<file path="config.mk">
export PLATFORM = sky130hd
export DESIGN_NAME = pixel_clock_divider
export DESIGN_NICKNAME = d
export VERILOG_FILES = /design/src/rtl/pixel_clock_divider.sv
export SDC_FILE = /design/constraint.sdc
export NUM_CORES = 1
export LEC_CHECK = 0
export ABC_CLOCK_PERIOD_IN_PS = 3500
export CAP_MARGIN = 5
export CORE_MARGIN = 2
export CORE_UTILIZATION = 52
export CTS_CLUSTER_SIZE = 16
export DETAILED_ROUTE_END_ITERATION = 8
export HOLD_SLACK_MARGIN = 0.15
export MAX_ROUTING_LAYER = met4
export PLACE_DENSITY_LB_ADDON = 0.3
export SLEW_MARGIN = 20
export SYNTH_ARGS = -nofsm -noshare
export SYNTH_HDL_FRONTEND = slang
export SYNTH_SLANG_ARGS = --single-unit
</file>
<file path="constraint.sdc">
create_clock -name clk50M -period 3.5 [get_ports clk50M]
set_input_delay 1.05 -clock clk50M [delete_from_list [all_inputs] [get_ports clk50M]]
set_output_delay 1.05 -clock clk50M [all_outputs]
set_load 0.005 [all_outputs]
</file>
<file path="src/rtl/pixel_clock_divider.sv">
// Runtime-programmable integer clock divider producing clk_out and a tick enable.
// Optional lock indicator enabled by defining PIXEL_CLOCK_DIVIDER_LOCKED_EN.
module pixel_clock_divider #(
    parameter int DIV_W        = 8,
    parameter int DEFAULT_DIV  = 2
`ifdef PIXEL_CLOCK_DIVIDER_LOCKED_EN
   ,parameter int LOCK_PERIODS = 4
`endif
) (
    input  logic             clk50M,
    input  logic             reset,
    input  logic             en,
    input  logic [DIV_W-1:0] div_sel,
    input  logic             div_load,
    output logic             clk_out,
    output logic             tick,
    output logic [DIV_W-1:0] div_active,
    output logic             pending
`ifdef PIXEL_CLOCK_DIVIDER_LOCKED_EN
   ,output logic             locked
`endif
);

    localparam logic [DIV_W-1:0] ONE     = DIV_W'(1);
    localparam logic [DIV_W-1:0] DEF     = DIV_W'(DEFAULT_DIV);
    localparam logic [DIV_W-1:0] CNT_RST = (DEF <= ONE) ? '0 : DEF - ONE;

    typedef enum logic {RUN, PEND} state_e;

    state_e           state_q, state_d;
    logic [DIV_W-1:0] cnt_q, cnt_d;
    logic [DIV_W-1:0] act_q, act_d;
    logic [DIV_W-1:0] pval_q, pval_d;
    logic [DIV_W-1:0] n_cur, high_len;
    logic             clk_q, clk_d;
    logic             tick_q, tick_d;
    logic             wrap, apply;

    // Ratios 0 and 1 both collapse to a divide-by-one
    function automatic logic [DIV_W-1:0] eff_n(input logic [DIV_W-1:0] v);
        return (v <= ONE) ? ONE : v;
    endfunction

    always_comb begin
        n_cur    = eff_n(act_q);
        high_len = n_cur - (n_cur >> 1);
        wrap     = en && (cnt_q == n_cur - ONE);
        apply    = wrap && ((state_q == PEND) || div_load);
        state_d  = state_q;
        act_d    = act_q;
        pval_d   = pval_q;
        cnt_d    = cnt_q;
        clk_d    = clk_q;
        tick_d   = 1'b0;
        if (apply) begin
            act_d   = div_load ? div_sel : pval_q;
            state_d = RUN;
        end else if (div_load) begin
            pval_d  = div_sel;
            state_d = PEND;
        end
        // A new ratio always starts at cnt 0, so the old ratio is safe for the compare
        if (en) begin
            cnt_d  = wrap ? '0 : cnt_q + ONE;
            clk_d  = cnt_d < high_len;
            tick_d = cnt_d == '0;
        end
    end

    always_ff @(posedge clk50M) begin
        if (!reset) begin
            state_q <= RUN;
            cnt_q   <= CNT_RST;
            act_q   <= DEF;
            pval_q  <= DEF;
            clk_q   <= 1'b0;
            tick_q  <= 1'b0;
        end else begin
            state_q <= state_d;
            cnt_q   <= cnt_d;
            act_q   <= act_d;
            pval_q  <= pval_d;
            clk_q   <= clk_d;
            tick_q  <= tick_d;
        end
    end

    assign clk_out    = clk_q;
    assign tick       = tick_q;
    assign div_active = act_q;
    assign pending    = (state_q == PEND);

`ifdef PIXEL_CLOCK_DIVIDER_LOCKED_EN
    localparam int LW = (LOCK_PERIODS < 1) ? 1 : $clog2(LOCK_PERIODS + 1);
    localparam logic [LW-1:0] LP = LW'(LOCK_PERIODS);

    logic [LW-1:0] pc_q, pc_d;
    logic          lk_q, lk_d;

    always_comb begin
        pc_d = pc_q;
        lk_d = lk_q;
        if (apply) begin
            pc_d = '0;
            lk_d = 1'b0;
        end else if (wrap) begin
            if (pc_q != LP) pc_d = pc_q + LW'(1);
            lk_d = (pc_d == LP);
        end
    end

    always_ff @(posedge clk50M) begin
        if (!reset) begin
            pc_q <= '0;
            lk_q <= 1'b0;
        end else begin
            pc_q <= pc_d;
            lk_q <= lk_d;
        end
    end

    assign locked = lk_q;
`endif

endmodule
</file>
==> impl_metrics.toml, run 1 <==
[clocking]
cts_setup_buffers = 0
cts_buffers = 3
cts_sinks = 27
cts_htree_levels = 1
cts_hold_buf = 0
cts-resized-gates = 0
clk_latency_ns = 0.28
cts_tree = "yes"
cts-root-buf = "clkbuf_8"
clockBufferDepth = 2
clk_pin_slew_ns = 0.10

[placement]
portBuffers = 22
dp.cells = 338
dpl.hpwl_um = 3770
routabilityCongestion = 0.891

[yosys]
ys_seq_area_frac = 0.237
synth_top_family_by_area = "simple AND/OR/NAND/NOR gates"
syn-num-nets = 305
synth-async-reset-ratio = 0
ys_types = 50
synth-compound-area-share = 0.184
syn_inst = 269
synthesis.area_um2 = 2280
synth_edf_count = 0
synth_fa_ha_area_frac = 0.135
synth_warnings = 0
syn_area_per_cell_um2 = 8.47
ys_seq_elements = 27
synthXorXnorAreaFrac = 0.0846
synth.area.mux_share = 0.0895
synth_flop_cell = "dfxtp_1"
synthSimpleGateAreaFrac = 0.208

[critical_path]
rr_startpoint = "div_active[7]$_SDFFE_PN0P_"
cp_data_required_time_ns = 3.66
start_kind = "primary input"
cp-end-kind = "flip-flop"
path_max_fanout = 5
startpoint = "en"
critPathKind = "primary input to flip-flop"
cp.arrival_ns = 3.33

[flow_run]
maxCapViolCount = 0

[grt]
grt_pass1_wl_um = 8250
overflow = 0
grt_pass1_vias = 1871
grt_max_degree = 38
antenna_found_initial = 0
grt.total_usage = 0.212

[floorplan]
row_count = 24
initial_core_util = 0.531
die-area_um2 = 4930
dieHeight_um = 70.2
die_w_um = 70.2
io_pins = 23
core_area_um2 = 4290

[drt]
route.vias.total = 1936
drtIter0Drc = 80
drt-wirelength-per-cell_um = 13.9
dr.pass1.iters = 4
postRouteAntennaNets = 0
post-route-drc-count = 0
viasPerCell = 5.66
wl_um = 4770

[sta]
rsz0062_at_grt = "no"
hold_violations = 0
max_slew.worst_pin.slew_ns = 0.600
clock_skew_ns = 0.00538
fmax_ghz = 0.315
slew_headroom = 0.599
maxSlewViolCount = 0
finalSetupViolations = 0
min_period_ns = 3.17
post-route-period-util = 0.907

[pwr]
leakage_nw = 1.10
peakVddDrop_uv = 389
p_per_area_nw_per_um2 = 823

[finish]
fin_nets = 327
antenna_cells = 0
instances_no_fill = 342
final_core_util = 0.621
drive_above_1_share = 0.197
syn2layout_area_growth_pct = 17.0

[worst_hold_path]
min_path_type = "flip-flop to flip-flop"
hp-start = "pval_q[1]$_SDFFE_PN1N_"

[outcome]
outcome = "finished, final reports clean"
-- stage by stage --
step	setup WS [ns]	setup TNS, ns	hold WS [ns]	instance area (um^2)	power, W
final	0.326	0	0.483	2670	0.00219
after global routing	0.00307	0	0.509	2670	0.00240
after CTS	0.231	0	0.489	2660	0.00221
after detailed placement	-0.0472	-0.0472	0.461	2610	0.00201
after global placement	0.0198	0	0.455	2610	0.00195
after floorplan	-0.00373	-0.00373	0.444	2290	0.00156
-- Yosys cell counts (all sizes together), types with 3 or more instances --
| cell type | n | area share |
|---|---|---|
| a211oi | 3 | 0.0099 |
| a21oi | 12 | 0.026 |
| a31o | 14 | 0.054 |
| buf | 5 | 0.011 |
| clkbuf | 16 | 0.026 |
| dfxtp | 27 | 0.24 |
| ha | 23 | 0.13 |
| inv | 15 | 0.025 |
| mux2 | 8 | 0.041 |
| mux2i | 11 | 0.048 |
| nand2 | 31 | 0.051 |
| nand2b | 3 | 0.0082 |
| nand3 | 8 | 0.018 |
| nand4b | 3 | 0.012 |
| nor2 | 22 | 0.036 |
| nor2b | 3 | 0.0082 |
| nor3 | 4 | 0.011 |
| o21ai | 3 | 0.012 |
| xnor2 | 16 | 0.062 |
| xor2 | 6 | 0.023 |
-- cell usage in the layout (no fill, tap or decap), drive strengths merged, types with 2 or more instances in the layout --
cell type	instances
buf	16
xor2	6
a31o	14
nor3	4
nand3	8
clkdlybuf4s50	22
o21bai	2
nand4b	3
a21oi	12
or4b	2
xnor2	16
ha	23
nor2	22
nand4	2
a211oi	3
clkbuf	3
inv	16
nor2b	3
nand3b	2
nand2	31
o31ai	2
nand2b	3
o211ai	2
mux2i	11
nor3b	2
mux2	8
o21ai	3
and3	2
dfxtp	27
nor4	2
-- final cells by class --
type                            instances  area, um^2
Multi-Input combinational cell        206        1610
Inverter                               15        56.3
Timing Repair Buffer                   38         340
Sequential cell                        27         546
Clock buffer                            3        41.3
Fill cell                             381        1630
Clock inverter                          1        8.76
Tap cell                               52        65.1
-- worst max-delay path, stage by stage --
cell and delay, ns:
clkdlybuf4s50_1 0.48, inv_1 0.07, a211oi_2 0.15, nand4_1 0.18, nor4_4 0.34, nor2_1 0.09
ha_1 0.29, a21oi_1 0.06, nor2b_1 0.12, o21ai_1 0.06, a22o_1 0.23, o31ai_1 0.08
o211ai_1 0.12
-- power breakdown --
| part | leakage, nW | internal, W | switching (W) | total (W) |
|---|---|---|---|---|
| registers | 0.222 | 0.000381 | 0.0000762 | 0.000458 |
| logic | 0.850 | 0.000766 | 0.000778 | 0.00154 |
| clock network | 0.0261 | 0.0000838 | 0.000108 | 0.000192 |
| total | 1.10 | 0.00123 | 0.000963 | 0.00219 |
-- cells by family (layout without fill, tap and decap cells) --
family | Yosys count | after routing
AO/OA/AOI/OAI | 52 | 52
XOR/XNOR | 22 | 22
adder cells (fa/ha/maj) | 24 | 24
buffers and inverters | 36 | 57
flip-flops | 27 | 27
multiplexers | 19 | 19
AND/OR/NAND/NOR | 89 | 89
-- path summary, 6_finish.rpt --
check / slack, ns / depth (start not counted) / to
setup / recovery: 0.33 / 13 / clk_out$_SDFFE_PN0P_
hold / removal: 0.48 / 2 / pval_q[1]$_SDFFE_PN1N_
setup reg to reg: 0.33 / 17 / clk_out$_SDFFE_PN0P_
hold reg to reg: 0.48 / 2 / pval_q[1]$_SDFFE_PN1N_
-- per-layer routing --
layer	vias to the layer above	GRT usage	routed length, um
met1	903	0.256	2110
met5	-	-	0
met4	0	0.0940	131
li1	983	-	-
met2	40	0.350	2370
met3	10	0.0332	153
-- registers in the layout, indices dropped and copies added, names as in the netlist --
name / cells
cnt_q: 8
tick: 1
pval_q: 8
pending: 1
clk_out: 1
div_active: 8
(Power assumes the default switching activity.)
==> run 2, diff against run 1 <==
Settings changed: CELL_PAD_IN_SITES_DETAIL_PLACEMENT set to 1, CELL_PAD_IN_SITES_GLOBAL_PLACEMENT set to 2, CORE_UTILIZATION 52 to 31.
==> impl_metrics.toml, run 2 (synthesized netlist as in run 1, its figures left out) <==
[placement]
dp.cells = 386
portBuffers = 22
placed_cell_area_um2 = 2670
routabilityCongestion = 0.890
dpl.hpwl_um = 4420

[finish]
final_core_util = 0.379
mostFrequentLayoutCell = "nand2_1"
final_cell_mix = "nand2_1 (31), dfxtp_1 (25), nor2_1 (22), ha_1 (22), clkdlybuf4s50_1 (21)"
fin_nets = 328
syn2layout_area_growth_pct = 19.2
instances_no_fill = 390
stdcell_area_um2 = 2720
antenna_cells = 0
drive_above_1_share = 0.196

[floorplan]
dieHeight_um = 89.7
io_pins = 23
initial_core_util = 0.318
die-area_um2 = 8050
core_area_um2 = 7180
row_count = 31
die_w_um = 89.7

[critical_path]
cp-end-kind = "flip-flop"
crit_family = "simple AND/OR/NAND/NOR gates"
crit_path_end = "clk_out$_SDFFE_PN0P_"
cp.arrival_ns = 3.40
r2r-end = "clk_out$_SDFFE_PN0P_"
crit_buf_inv = 0
cp_cell_sequence = "nor4_4, a21oi_2, ha_2, a21bo_2, nand3_1, or3b_4, nor4_4, nor2_1, ha_1, a21oi_1, nor2b_1, o21ai_1, a22o_1, o2111ai_1, o211ai_1"
start_kind = "flip-flop"
critPathSlowestCell = "or3b_4"
critPathKind = "flip-flop to flip-flop"
cp.depth = 15
cp_data_required_time_ns = 3.65
path_max_fanout = 6
reg2reg_depth = 15
cpPeakStageDelay_ns = 0.41
rr_startpoint = "div_active[6]$_SDFFE_PN0P_"
r2r_slack_ns = 0.25
startpoint = "div_active[6]$_SDFFE_PN0P_"
crit_top_cell = "nor4_4"

[clocking]
cts_buffers = 3
cts-root-buf = "clkbuf_8"
clockBufferDepth = 2
cts_htree_levels = 1
cts_tree = "yes"
clk_pin_slew_ns = 0.09
cts_sinks = 27
cts_hold_buf = 0
cts_setup_buffers = 0
clk_latency_ns = 0.27

[grt]
grt_pass1_vias = 1954
grtUsageMet3 = 0.0193
met1_usage = 0.186
grt_max_degree = 41
overflow = 0
antenna_found_initial = 0
grt_pass1_wl_um = 9470
grtUsageMet2 = 0.249
grt.total_usage = 0.146
grt.busiest_layer = "met2"

[sta]
max_slew.worst_pin.slew_ns = 0.644
maxSlewViolCount = 0
fmax_ghz = 0.308
finalSetupViolations = 0
hold_violations = 0
clock_skew_ns = 0.00433
post-route-period-util = 0.929
min_period_ns = 3.25
rsz0062_at_grt = "no"
slew_headroom = 0.569

[worst_hold_path]
min_path_type = "flip-flop to flip-flop"
hold_depth = 2
hp-start = "pval_q[1]$_SDFFE_PN1N_"

[drt]
dr.pass1.iters = 4
drtIter0Drc = 61
postRouteAntennaNets = 0
route.vias.total = 1965
viasPerCell = 5.04
wl_um = 5650
post-route-drc-count = 0
drt-wirelength-per-cell_um = 14.5

[pwr]
peakVddDrop_uv = 221
leakage_nw = 1.10
p_per_area_nw_per_um2 = 805

[flow_run]
maxCapViolCount = 0

[outcome]
outcome = "finished, final reports clean"
==> run 2: report_power, final <==
| group | leakage (nW) | internal (W) | total (W) | switching (W) |
|---|---|---|---|---|
| Combinational | 0.856 | 0.000759 | 0.00156 | 0.000800 |
| Clock | 0.0228 | 0.0000816 | 0.000179 | 0.0000970 |
| Sequential | 0.222 | 0.000381 | 0.000448 | 0.0000666 |
| Total | 1.10 | 0.00122 | 0.00219 | 0.000964 |
==> run 2: layout make-up <==
cell class                      instances  area, um^2
Clock buffer                            4        45.0
Fill cell                             852        4460
Inverter                               15        56.3
Multi-Input combinational cell        206        1600
Sequential cell                        27         546
Tap cell                               99         124
Timing Repair Buffer                   39         343
==> run 2: metal layers <==
| layer | part of all wire | vias up |
|---|---|---|
| met1 | 0.48 | 947 |
| met2 | 0.49 | 26 |
| met5 | 0 | - |
| li1 | - | 984 |
| met4 | 0.0071 | 0 |
| met3 | 0.019 | 8 |
==> run 2: how the worst min path moves through the flow <==
stage | end | slack [ns]
detailed placement | pval_q[5]$_SDFFE_PN0N_ | 0.47
global placement | pval_q[1]$_SDFFE_PN1N_ | 0.46
floorplan | pval_q[1]$_SDFFE_PN1N_ | 0.44
global route | pval_q[3]$_SDFFE_PN0N_ | 0.52
CTS | pval_q[5]$_SDFFE_PN0N_ | 0.50
finish | pval_q[1]$_SDFFE_PN1N_ | 0.49
==> run 2: worst reg2reg max path: stages, from the launching register on <==
cell and delay [ns]:
dfxtp_4 0.39, nor4_4 0.31, a21oi_2 0.12, ha_2 0.21, a21bo_2 0.20, nand3_1 0.07, or3b_4 0.41, nor4_4 0.34
nor2_1 0.10, ha_1 0.30, a21oi_1 0.06, nor2b_1 0.12, o21ai_1 0.07, a22o_1 0.23, o2111ai_1 0.08, o211ai_1 0.11
==> run 2: stage by stage <==
step	TNS, ns	setup WS [ns]	hold slack [ns]	total power (W)
2_1_floorplan	-0.00373	-0.00373	0.444	0.00156
3_3_place_gp	-0.0398	-0.0398	0.457	0.00202
3_5_place_dp	-0.142	-0.142	0.471	0.00205
4_1_cts	0	0.145	0.495	0.00224
5_1_grt	0	0.0186	0.517	0.00243
6_report	0	0.250	0.488	0.00219
==> run 2: timing repair <==
action                                  CTS  global route
endpoints found under the hold margin     0             0
gates resized for setup                   0             0
endpoints found under the setup margin    0             1
